<file path="src/rtl/sim_ctrl_pkg.sv">
// sim_ctrl_pkg: shared types and constants for the simulation controller.
//   sim_ctrl_state_e : controller FSM states (HOLD/RUN/DRAIN/DONE)
//   DEF_*            : default parameter values for sim_ctrl
//   fail_ch_width()  : width of the fail_ch index, never less than 1 bit
package sim_ctrl_pkg;

  typedef enum logic [1:0] {
    HOLD  = 2'd0,
    RUN   = 2'd1,
    DRAIN = 2'd2,
    DONE  = 2'd3
  } sim_ctrl_state_e;

  localparam int DEF_CNT_W        = 32;
  localparam int DEF_RST_CYCLES   = 4;
  localparam int DEF_MAX_CYCLES   = 1000;
  localparam int DEF_N_CH         = 1;
  localparam int DEF_DRAIN_CYCLES = 2;

  // A single channel still needs a 1-bit index port.
  function automatic int fail_ch_width(input int n);
    if (n <= 2) return 1;
    return $clog2(n);
  endfunction

endpackage

</file>
<file path="src/rtl/sim_ctrl_verdict.sv">
// sim_ctrl_verdict: per-channel verdict logic.
//   clk, reset : clock and synchronous active-high reset
//   run        : high while the controller is in RUN; only then is the mask updated
//   ch_passed  : per-channel pass flags (pulses accumulate in a sticky mask)
//   ch_failed  : per-channel fail flags
//   all_pass   : mask with this cycle's ch_passed ORed in is all ones
//   any_fail   : any ch_failed bit set this cycle
//   low_fail   : lowest set index of ch_failed (0 when none)
module sim_ctrl_verdict
  import sim_ctrl_pkg::*;
#(
  parameter int  N_CH  = DEF_N_CH,
  localparam int FCH_W = fail_ch_width(N_CH)
) (
  input  logic             clk,
  input  logic             reset,
  input  logic             run,
  input  logic [N_CH-1:0]  ch_passed,
  input  logic [N_CH-1:0]  ch_failed,
  output logic             all_pass,
  output logic             any_fail,
  output logic [FCH_W-1:0] low_fail
);

  logic [N_CH-1:0] pass_mask_q;

  always_ff @(posedge clk) begin
    if (reset) begin
      pass_mask_q <= '0;
    end else if (run) begin
      pass_mask_q <= pass_mask_q | ch_passed;
    end
  end

  // The final pass pulse counts in the same cycle it arrives.
  assign all_pass = &(pass_mask_q | ch_passed);
  assign any_fail = |ch_failed;

  // Scan from the top down so the lowest set index wins.
  always_comb begin
    low_fail = '0;
    for (int i = N_CH - 1; i >= 0; i--) begin
      if (ch_failed[i]) low_fail = FCH_W'(i);
    end
  end

endmodule

</file>
<file path="src/rtl/sim_ctrl.sv">
// sim_ctrl: simulation controller around the top-level DUT.
// Sequences dut_reset, runs a cycle counter, gathers per-channel pass/fail
// flags, enforces a watchdog and latches one sticky verdict.
// Optional feature macro: SIM_CTRL_DRAIN_EN (post-verdict drain of
// DRAIN_CYCLES cycles before the verdict becomes visible).
// Ports:
//   clk, reset       : clock, synchronous active-high reset
//   dut_reset        : reset to the DUT, high for RST_CYCLES after reset drops
//   cyc_cnt          : cycles since reset dropped; freezes on done, saturates
//   ch_passed/failed : per-channel pass/fail flags from the DUT
//   passed/failed    : sticky verdict (failed includes timeout)
//   timeout          : watchdog caused the failure
//   fail_ch          : lowest failing channel in the deciding cycle
//   done             : passed | failed
//   dbg_state        : current FSM state, for observation only
// Flags are level-sampled on every rising edge; there is no handshake, a
// one-cycle pulse is sufficient and nothing is acknowledged back.
module sim_ctrl
  import sim_ctrl_pkg::*;
#(
  parameter int  CNT_W        = DEF_CNT_W,
  parameter int  RST_CYCLES   = DEF_RST_CYCLES,
  parameter int  MAX_CYCLES   = DEF_MAX_CYCLES,
  parameter int  N_CH         = DEF_N_CH,
  parameter int  DRAIN_CYCLES = DEF_DRAIN_CYCLES,
  localparam int FCH_W        = fail_ch_width(N_CH)
) (
  input  logic             clk,
  input  logic             reset,
  output logic             dut_reset,
  output logic [CNT_W-1:0] cyc_cnt,
  input  logic [N_CH-1:0]  ch_passed,
  input  logic [N_CH-1:0]  ch_failed,
  output logic             passed,
  output logic             failed,
  output logic             timeout,
  output logic [FCH_W-1:0] fail_ch,
  output logic             done,
  output sim_ctrl_state_e  dbg_state
);

  generate
    if (!((CNT_W >= 63) || (64'(MAX_CYCLES) < (64'd1 << CNT_W)))) begin : g_bad_cnt_w
      $error("sim_ctrl: CNT_W cannot hold MAX_CYCLES");
    end
    if (RST_CYCLES < 1) begin : g_bad_rst
      $error("sim_ctrl: RST_CYCLES must be at least 1");
    end
    if (MAX_CYCLES <= RST_CYCLES) begin : g_bad_max
      $error("sim_ctrl: MAX_CYCLES must exceed RST_CYCLES");
    end
    if (N_CH < 1) begin : g_bad_nch
      $error("sim_ctrl: N_CH must be at least 1");
    end
    if (DRAIN_CYCLES < 1) begin : g_bad_drain
      $error("sim_ctrl: DRAIN_CYCLES must be at least 1");
    end
  endgenerate

  sim_ctrl_state_e  state_q, state_d;
  logic [CNT_W-1:0] cnt_q;
  logic             dut_reset_q, dut_reset_d;
  logic             passed_q, passed_d;
  logic             failed_q, failed_d;
  logic             timeout_q, timeout_d;
  logic [FCH_W-1:0] fail_ch_q, fail_ch_d;

  logic             all_pass, any_fail, wd_hit;
  logic [FCH_W-1:0] low_fail;

  sim_ctrl_verdict #(.N_CH(N_CH)) u_verdict (
    .clk       (clk),
    .reset     (reset),
    .run       (state_q == RUN),
    .ch_passed (ch_passed),
    .ch_failed (ch_failed),
    .all_pass  (all_pass),
    .any_fail  (any_fail),
    .low_fail  (low_fail)
  );

  assign wd_hit = (cnt_q >= CNT_W'(MAX_CYCLES - 1));

`ifdef SIM_CTRL_DRAIN_EN
  localparam int DW = $clog2(DRAIN_CYCLES + 1);
  logic [DW-1:0]    drain_cnt_q, drain_cnt_d;
  logic             pend_pass_q, pend_pass_d;
  logic             pend_fail_q, pend_fail_d;
  logic             pend_to_q, pend_to_d;
  logic [FCH_W-1:0] pend_ch_q, pend_ch_d;

  always_ff @(posedge clk) begin
    if (reset) begin
      drain_cnt_q <= '0;
      pend_pass_q <= 1'b0;
      pend_fail_q <= 1'b0;
      pend_to_q   <= 1'b0;
      pend_ch_q   <= '0;
    end else begin
      drain_cnt_q <= drain_cnt_d;
      pend_pass_q <= pend_pass_d;
      pend_fail_q <= pend_fail_d;
      pend_to_q   <= pend_to_d;
      pend_ch_q   <= pend_ch_d;
    end
  end
`endif

  always_comb begin
    state_d   = state_q;
    passed_d  = passed_q;
    failed_d  = failed_q;
    timeout_d = timeout_q;
    fail_ch_d = fail_ch_q;
`ifdef SIM_CTRL_DRAIN_EN
    drain_cnt_d = drain_cnt_q;
    pend_pass_d = pend_pass_q;
    pend_fail_d = pend_fail_q;
    pend_to_d   = pend_to_q;
    pend_ch_d   = pend_ch_q;
`endif
    case (state_q)
      HOLD: begin
        if (cnt_q == CNT_W'(RST_CYCLES - 1)) state_d = RUN;
      end
      RUN: begin
        // Priority fail > pass > timeout is encoded by the guards below.
        if (any_fail || all_pass || wd_hit) begin
`ifdef SIM_CTRL_DRAIN_EN
          state_d     = DRAIN;
          drain_cnt_d = '0;
          pend_fail_d = any_fail;
          pend_pass_d = !any_fail && all_pass;
          pend_to_d   = !any_fail && !all_pass;
          pend_ch_d   = any_fail ? low_fail : '0;
`else
          state_d   = DONE;
          failed_d  = any_fail || !all_pass;
          passed_d  = !any_fail && all_pass;
          timeout_d = !any_fail && !all_pass;
          fail_ch_d = any_fail ? low_fail : '0;
`endif
        end
      end
`ifdef SIM_CTRL_DRAIN_EN
      DRAIN: begin
        // Only a pending pass can be overturned; the drain is never restarted.
        if (pend_pass_q && any_fail) begin
          pend_pass_d = 1'b0;
          pend_fail_d = 1'b1;
          pend_ch_d   = low_fail;
        end
        drain_cnt_d = drain_cnt_q + 1'b1;
        if (drain_cnt_q == DW'(DRAIN_CYCLES - 1)) begin
          state_d   = DONE;
          passed_d  = pend_pass_d;
          failed_d  = pend_fail_d || pend_to_d;
          timeout_d = pend_to_d;
          fail_ch_d = pend_ch_d;
        end
      end
`endif
      DONE: begin
        state_d = DONE;
      end
      default: begin
        state_d = HOLD;
      end
    endcase
    // Registered so dut_reset drops exactly when RUN begins.
    dut_reset_d = (state_d == HOLD);
  end

  always_ff @(posedge clk) begin
    if (reset) begin
      state_q     <= HOLD;
      cnt_q       <= '0;
      dut_reset_q <= 1'b1;
      passed_q    <= 1'b0;
      failed_q    <= 1'b0;
      timeout_q   <= 1'b0;
      fail_ch_q   <= '0;
    end else begin
      state_q     <= state_d;
      dut_reset_q <= dut_reset_d;
      passed_q    <= passed_d;
      failed_q    <= failed_d;
      timeout_q   <= timeout_d;
      fail_ch_q   <= fail_ch_d;
      if (!(passed_q || failed_q) && !(&cnt_q)) cnt_q <= cnt_q + 1'b1;
    end
  end

  assign dut_reset = dut_reset_q;
  assign cyc_cnt   = cnt_q;
  assign passed    = passed_q;
  assign failed    = failed_q;
  assign timeout   = timeout_q;
  assign fail_ch   = fail_ch_q;
  assign done      = passed_q | failed_q;
  assign dbg_state = state_q;

endmodule

</file>
<file path="config.mk">
export PLATFORM = sky130hd
export DESIGN_NAME = sim_ctrl
export DESIGN_NICKNAME = d
export VERILOG_FILES = /design/src/rtl/sim_ctrl_pkg.sv /design/src/rtl/sim_ctrl_verdict.sv /design/src/rtl/sim_ctrl.sv
export SDC_FILE = /design/constraint.sdc
export NUM_CORES = 1
export LEC_CHECK = 0
export ABC_AREA = 1
export CAP_MARGIN = 10
export CORE_UTILIZATION = 25
export DETAILED_ROUTE_END_ITERATION = 16
export DONT_BUFFER_PORTS = 1
export GPL_ROUTABILITY_DRIVEN = 0
export GPL_TIMING_DRIVEN = 0
export PLACE_DENSITY = 0.49
export SYNTH_ARGS = -nofsm -noshare
export SYNTH_HDL_FRONTEND = slang
export SYNTH_SLANG_ARGS = --single-unit
</file>
<file path="constraint.sdc">
create_clock -name clk -period 2 [get_ports clk]
set_clock_uncertainty 0.05 [all_clocks]
set_input_delay 0.4 -clock clk [delete_from_list [all_inputs] [get_ports clk]]
set_output_delay 0.4 -clock clk [all_outputs]
set_load 0.1 [all_outputs]
</file>
* Yosys cells after proc, flatten, opt, wreduce, memory -nomap -nowiden
Index checks and enable logic that the tools add are counted.
** Word-level totals
- Register bits :: 39
- Input port bits :: 4
- Output and inout bits :: 40
- Word-level logic and storage cells :: 32
** Cells by class
- $add $sub $neg :: 1
- Magnitude comparators :: 1
- Equal/unequal tests :: 3
- Multiplexer cells :: 3
- Bitwise logic cells :: 2
- Reduce and logical (&&, ||, !) cells :: 15
** Operator list (number)
- $add A32 B1 Y32 const B :: 1
- $eq A32 B2 Y1 const B :: 1
- $ge A32 B10 Y1 const B :: 1
- $reduce_and A32 Y1 :: 1
- $pmux W2 S3 :: 1
- $logic_not A1 Y1 :: 4
- $logic_not A2 Y1 :: 2
- $logic_or A1 B1 Y1 :: 4
- $mux W2 :: 2
- $logic_and A1 B1 Y1 :: 3
- $eq A2 B1 Y1 const B :: 1
- $eq A2 B2 Y1 const B :: 1
- $or A1 B1 Y1 :: 2
- $reduce_and A2 Y1 :: 1

* Logic depth before layout (Yosys ltp)
- Depth after elaboration :: 6
- Depth in mapped cells :: 12
- Depth with buffers taken out :: 12

* Cells and area by module
A second synthesis with hierarchy kept.
** Second synthesis, totals
- Cell total of the unflattened synthesis :: 419
- Area, all modules :: 2645.0 µm²
** Modules (own cells, without submodules)
- sim_ctrl :: instances 1, cells an instance 412, area an instance 2591.2 µm², sequential area each 780.7 µm²
- sim_ctrl_verdict :: instances 1, cells an instance 7, area an instance 53.8 µm², sequential area each 20.0 µm²

* Least setup slack after synthesis
No wires, ideal clock.
- Path kind :: reg-to-reg
- From :: reg cnt_q[0], in the netlist cyc_cnt[0]
- To :: reg cnt_q[15], in the netlist cyc_cnt[15]
- Setup time :: 0.140 ns
- Arrival :: 2.256 ns
- Data required time :: 1.810 ns
- Slack :: -0.447 ns
- Cell stages (with the launch flop) :: 12
- Path buffers :: 1
- Period minus slack after synthesis :: 2.447 ns
- Cells stage by stage :: dfxtp_1 ha_1 nand2_1 nor2_4 nand2_2 nor2_4 nand2_4 nand2_8 inv_6 buf_6 nand2_1 a21oi_2
** On the way
- Word-level cells in the longest chain between the ends :: 3
- Elaborated cells between the ends (all ways) :: 4
- Those cells by class :: 1 x add/sub; 3 x reduce/logical
** RTL lines
- from (decl) :: line sim_ctrl.sv:61 : logic [CNT_W-1:0] cnt_q;
- from (signal assigned) :: line sim_ctrl.sv:190 : if (!(passed_q || failed_q) && !(&cnt_q)) cnt_q <= cnt_q + 1'b1;
- parallel branches: the longest is 3 deep, another holds $add A32 B1 Y32
Parallel ways; which one is timed is not known.
A chain may end at the register's enable or synchronous reset.

* Worst setup path after layout
- From :: reg cnt_q[1], in the netlist cyc_cnt[1]
- To :: reg cnt_q[16], in the netlist cyc_cnt[16]
Same word-level chain as after synthesis.

==> results.md <==
- IO Pins: 44
- Setup CP Type: flip-flop to flip-flop
- CP dominant cell by count: nand2_4
- DP HPWL: 5.93 mm
- Worst Tran Pin Value: 1.02 ns
- Synth Register Bits: 39
- GRT Overall Usage: 15.4%
- Post-synthesis cell type count: 31
- Setup WS post-layout: 0.0552 ns
- Layout Cells excl Fill: 541
- Ant diodes: 0
- Fraction of layout cells with a size suffix above 1: 25.5%
- Clk root buf: clkbuf_8
- Worst slew margin: 32.2%
- Worst-path clk slew: 0.08 ns
- Avg Inst Size Synth: 6.34 µm²
- Crit path DAT: 2.05 ns
- Die area: 10400 µm²
- Crit. End Element: flip-flop
- Register area share after synthesis: 31.2%
- CTS max path bufs: 2
- Number of global-route vias before repair: 2324
- Rows: 36
- Placed cells: 528
- Syn Inst Count: 395
- Pre-Repair DR Iteration Count: 4
- Iteration-0 DRC Markers: 107
- CP max stage cell: dfxtp_4
- Area post-placement: 2720 µm²
- Post-synth EDFFs: 0
- Hold Path Depth: 2
- Initial antenna violation count: 0
- Crit-path cells: ha_4 > nand2_4 > nor2_4 > nand2_4 > nor2_4 > nand2_4 > nand2_8 > inv_8 > buf_8 > nand2_1 > a21oi_2
- Antenna Nets Post-Route: 0
- CP peak stage delay: 0.57 ns
- Yosys top cell by area: dfxtp_1
- Core Box Area: 9730 µm²
- PwrDens: 666 nW/µm²
- Finished Core Util: 30.8%
- Setup TNS: 0 ns
- # setup viols final: 0
- Drt drc: 0
- Final period util: 97.2%
- Yosys top cell area share: 31.2%
- PortBufs: 0
- Leading register cell type out of synthesis: dfxtp_1
- # nets final: 412
- CTS Buf Count: 5
- Final Cell Area: 3000 µm²
- WL final: 7.67 mm
- Syn Nets: 400
- Worst setup SP type: flip-flop
- Top-count cell post-synth: nand2_1
- Via count: 2409
- DP Worst Slack: -0.258 ns
- Max-cap violations: 0
- DR vias/cell: 4.45
- Largest net degree at the start of global routing: 13
- FMAX: 514 MHz
- Ys Warns: 0
- Data required, critical path: 2.11 ns
- Final Hold Vio Count: 0
- Clock Latency Late Sink: 0.29 ns
- Crit-path max FO: 10
- CTS tree: yes
- Initial Util: 25.7%
- Final Max Tran Viols: 0
- Mapped Area: 2500 µm²
- Tmin final: 1.94 ns
- CTS sink count: 39
- First-pass GRT wire length: 12.3 mm
- Chip Width: 102 µm
- IR drop worst, VDD: 0.000351 V
- Status: complete, no violations
- Leak: 1.01 nW
- Hold WC Path Type: primary input to flip-flop
- Reg2Reg Depth: 11
- Area contributors post-synth: dfxtp_1 (31%), nand2_1 (21%), nor2_1 (11%)
- DR WL/cell: 14.2 µm
- Synth cell count leaders: nand2_1 (141), nor2_1 (74), dfxtp_1 (39)
- Die height: 102 µm
- Unrepaired setup endpoints after global routing: true
- H-tree Lvls: 2
- P&R area growth vs syn: 19.9%
- FILL cells: 1123
- Fraction of registers with async set/reset: 0%
- Overflow after GRT: 0
what timing repair did:
action	CTS	global route
gates resized for setup	34	22
pin swaps	2	7
hold buffers	0	0
hold endpoints to repair	0	0
endpoints found under the setup margin	30	31
buffers inserted	1	4
area by class of cell:
class | count | area (µm²) | area share [%]
inverters | 23 | 97.6 | 3.25
flip-flops and latches | 39 | 903 | 30.1
well taps | 133 | 166 | 5.55
multi-input cells | 323 | 1620 | 53.9
clock buffers | 6 | 72.6 | 2.42
clock inverters | 2 | 12.5 | 0.417
plain buffers | 10 | 93.8 | 3.13
repair buffers | 5 | 37.5 | 1.25
metrics by stage:
step,hold slack (ns),total power [W]
finish,0.199,0.00200
global route,0.196,0.00210
CTS,0.191,0.00198
detailed placement,0.408,0.00145
global placement,0.395,0.00144
floorplan,0.379,0.00135
cells by family after synthesis:
| group | count (synthesis) | share of synthesized area [%] |
|---|---|---|
| compound gates | 38 | 10.6 |
| simple gates | 273 | 47.3 |
| fa+ha+maj | 1 | 0.500 |
| flops | 39 | 31.2 |
| other cells | 1 | 0.150 |
| xor+xnor | 10 | 3.50 |
| buf+inv | 33 | 6.80 |
cells in the final DEF (no fill, tap or decap):
cell and count:
nor4_1 1, nor3b_1 2, ha_4 1, nand4_1 3
conb_1 1, nor3_1 4, inv_1 19, dfxtp_4 32
buf_8 4, a31oi_1 1, nand2_1 136, nand3_2 1
dfxtp_2 2, and2_1 2, nand3b_1 7, and2_2 1
clkinvlp_4 2, buf_4 6, nor2_1 69, inv_2 2
a21oi_1 10, inv_8 1, clkbuf_8 5, a21oi_2 18
dfxtp_1 5, nand3_1 20, clkbuf_1 5, o21bai_1 1
or2_2 1, nor2_4 5, nand2_8 1, xor2_1 10
nand2_2 7, nand2_4 3, o21ai_1 2, o21a_1 1
nor2_2 10, buf_6 1, o21ai_0 5, clkinv_2 1
worst max-delay path: cells and delay by family (launching register included):
family          cells  cell delay [ns]
compound gates      1             0.05
fa+ha+maj           1             0.22
buf+inv             2             0.21
flops               1             0.57
simple gates        7             0.71
path summary, 6_finish.rpt:
kind | from | end | slack [ns]
max | cyc_cnt[1] | cyc_cnt[16] | 0.06
min reg2reg | u_verdict.pass_mask_q | u_verdict.pass_mask_q | 0.43
max reg2reg | cyc_cnt[1] | cyc_cnt[16] | 0.06
min | ch_passed | u_verdict.pass_mask_q | 0.20
metal layers:
layer,GRT usage [%],part of all wire [%],up-vias,routed length [µm]
met3,2.80,4.1,15,314
met1,20.2,48,1061,3680
li1,-,-,1280,-
met5,0,0,-,0
met4,6.15,3.0,0,232
met2,25.0,45,53,3440
sequential cells by signal, indices dropped and copies added, names as in the netlist:
| name | flops |
|---|---|
| u_verdict.pass_mask_q | 1 |
| dbg_state | 2 |
| dut_reset | 1 |
| failed | 1 |
| timeout | 1 |
| passed | 1 |
| cyc_cnt | 32 |
power by group:
part	leakage, nW	switching, W	internal [W]
Combinational	0.624	0.000261	0.000136
Clock	0.0412	0.000297	0.000244
Sequential	0.341	0.000279	0.000781
(Power assumes the default switching activity.)
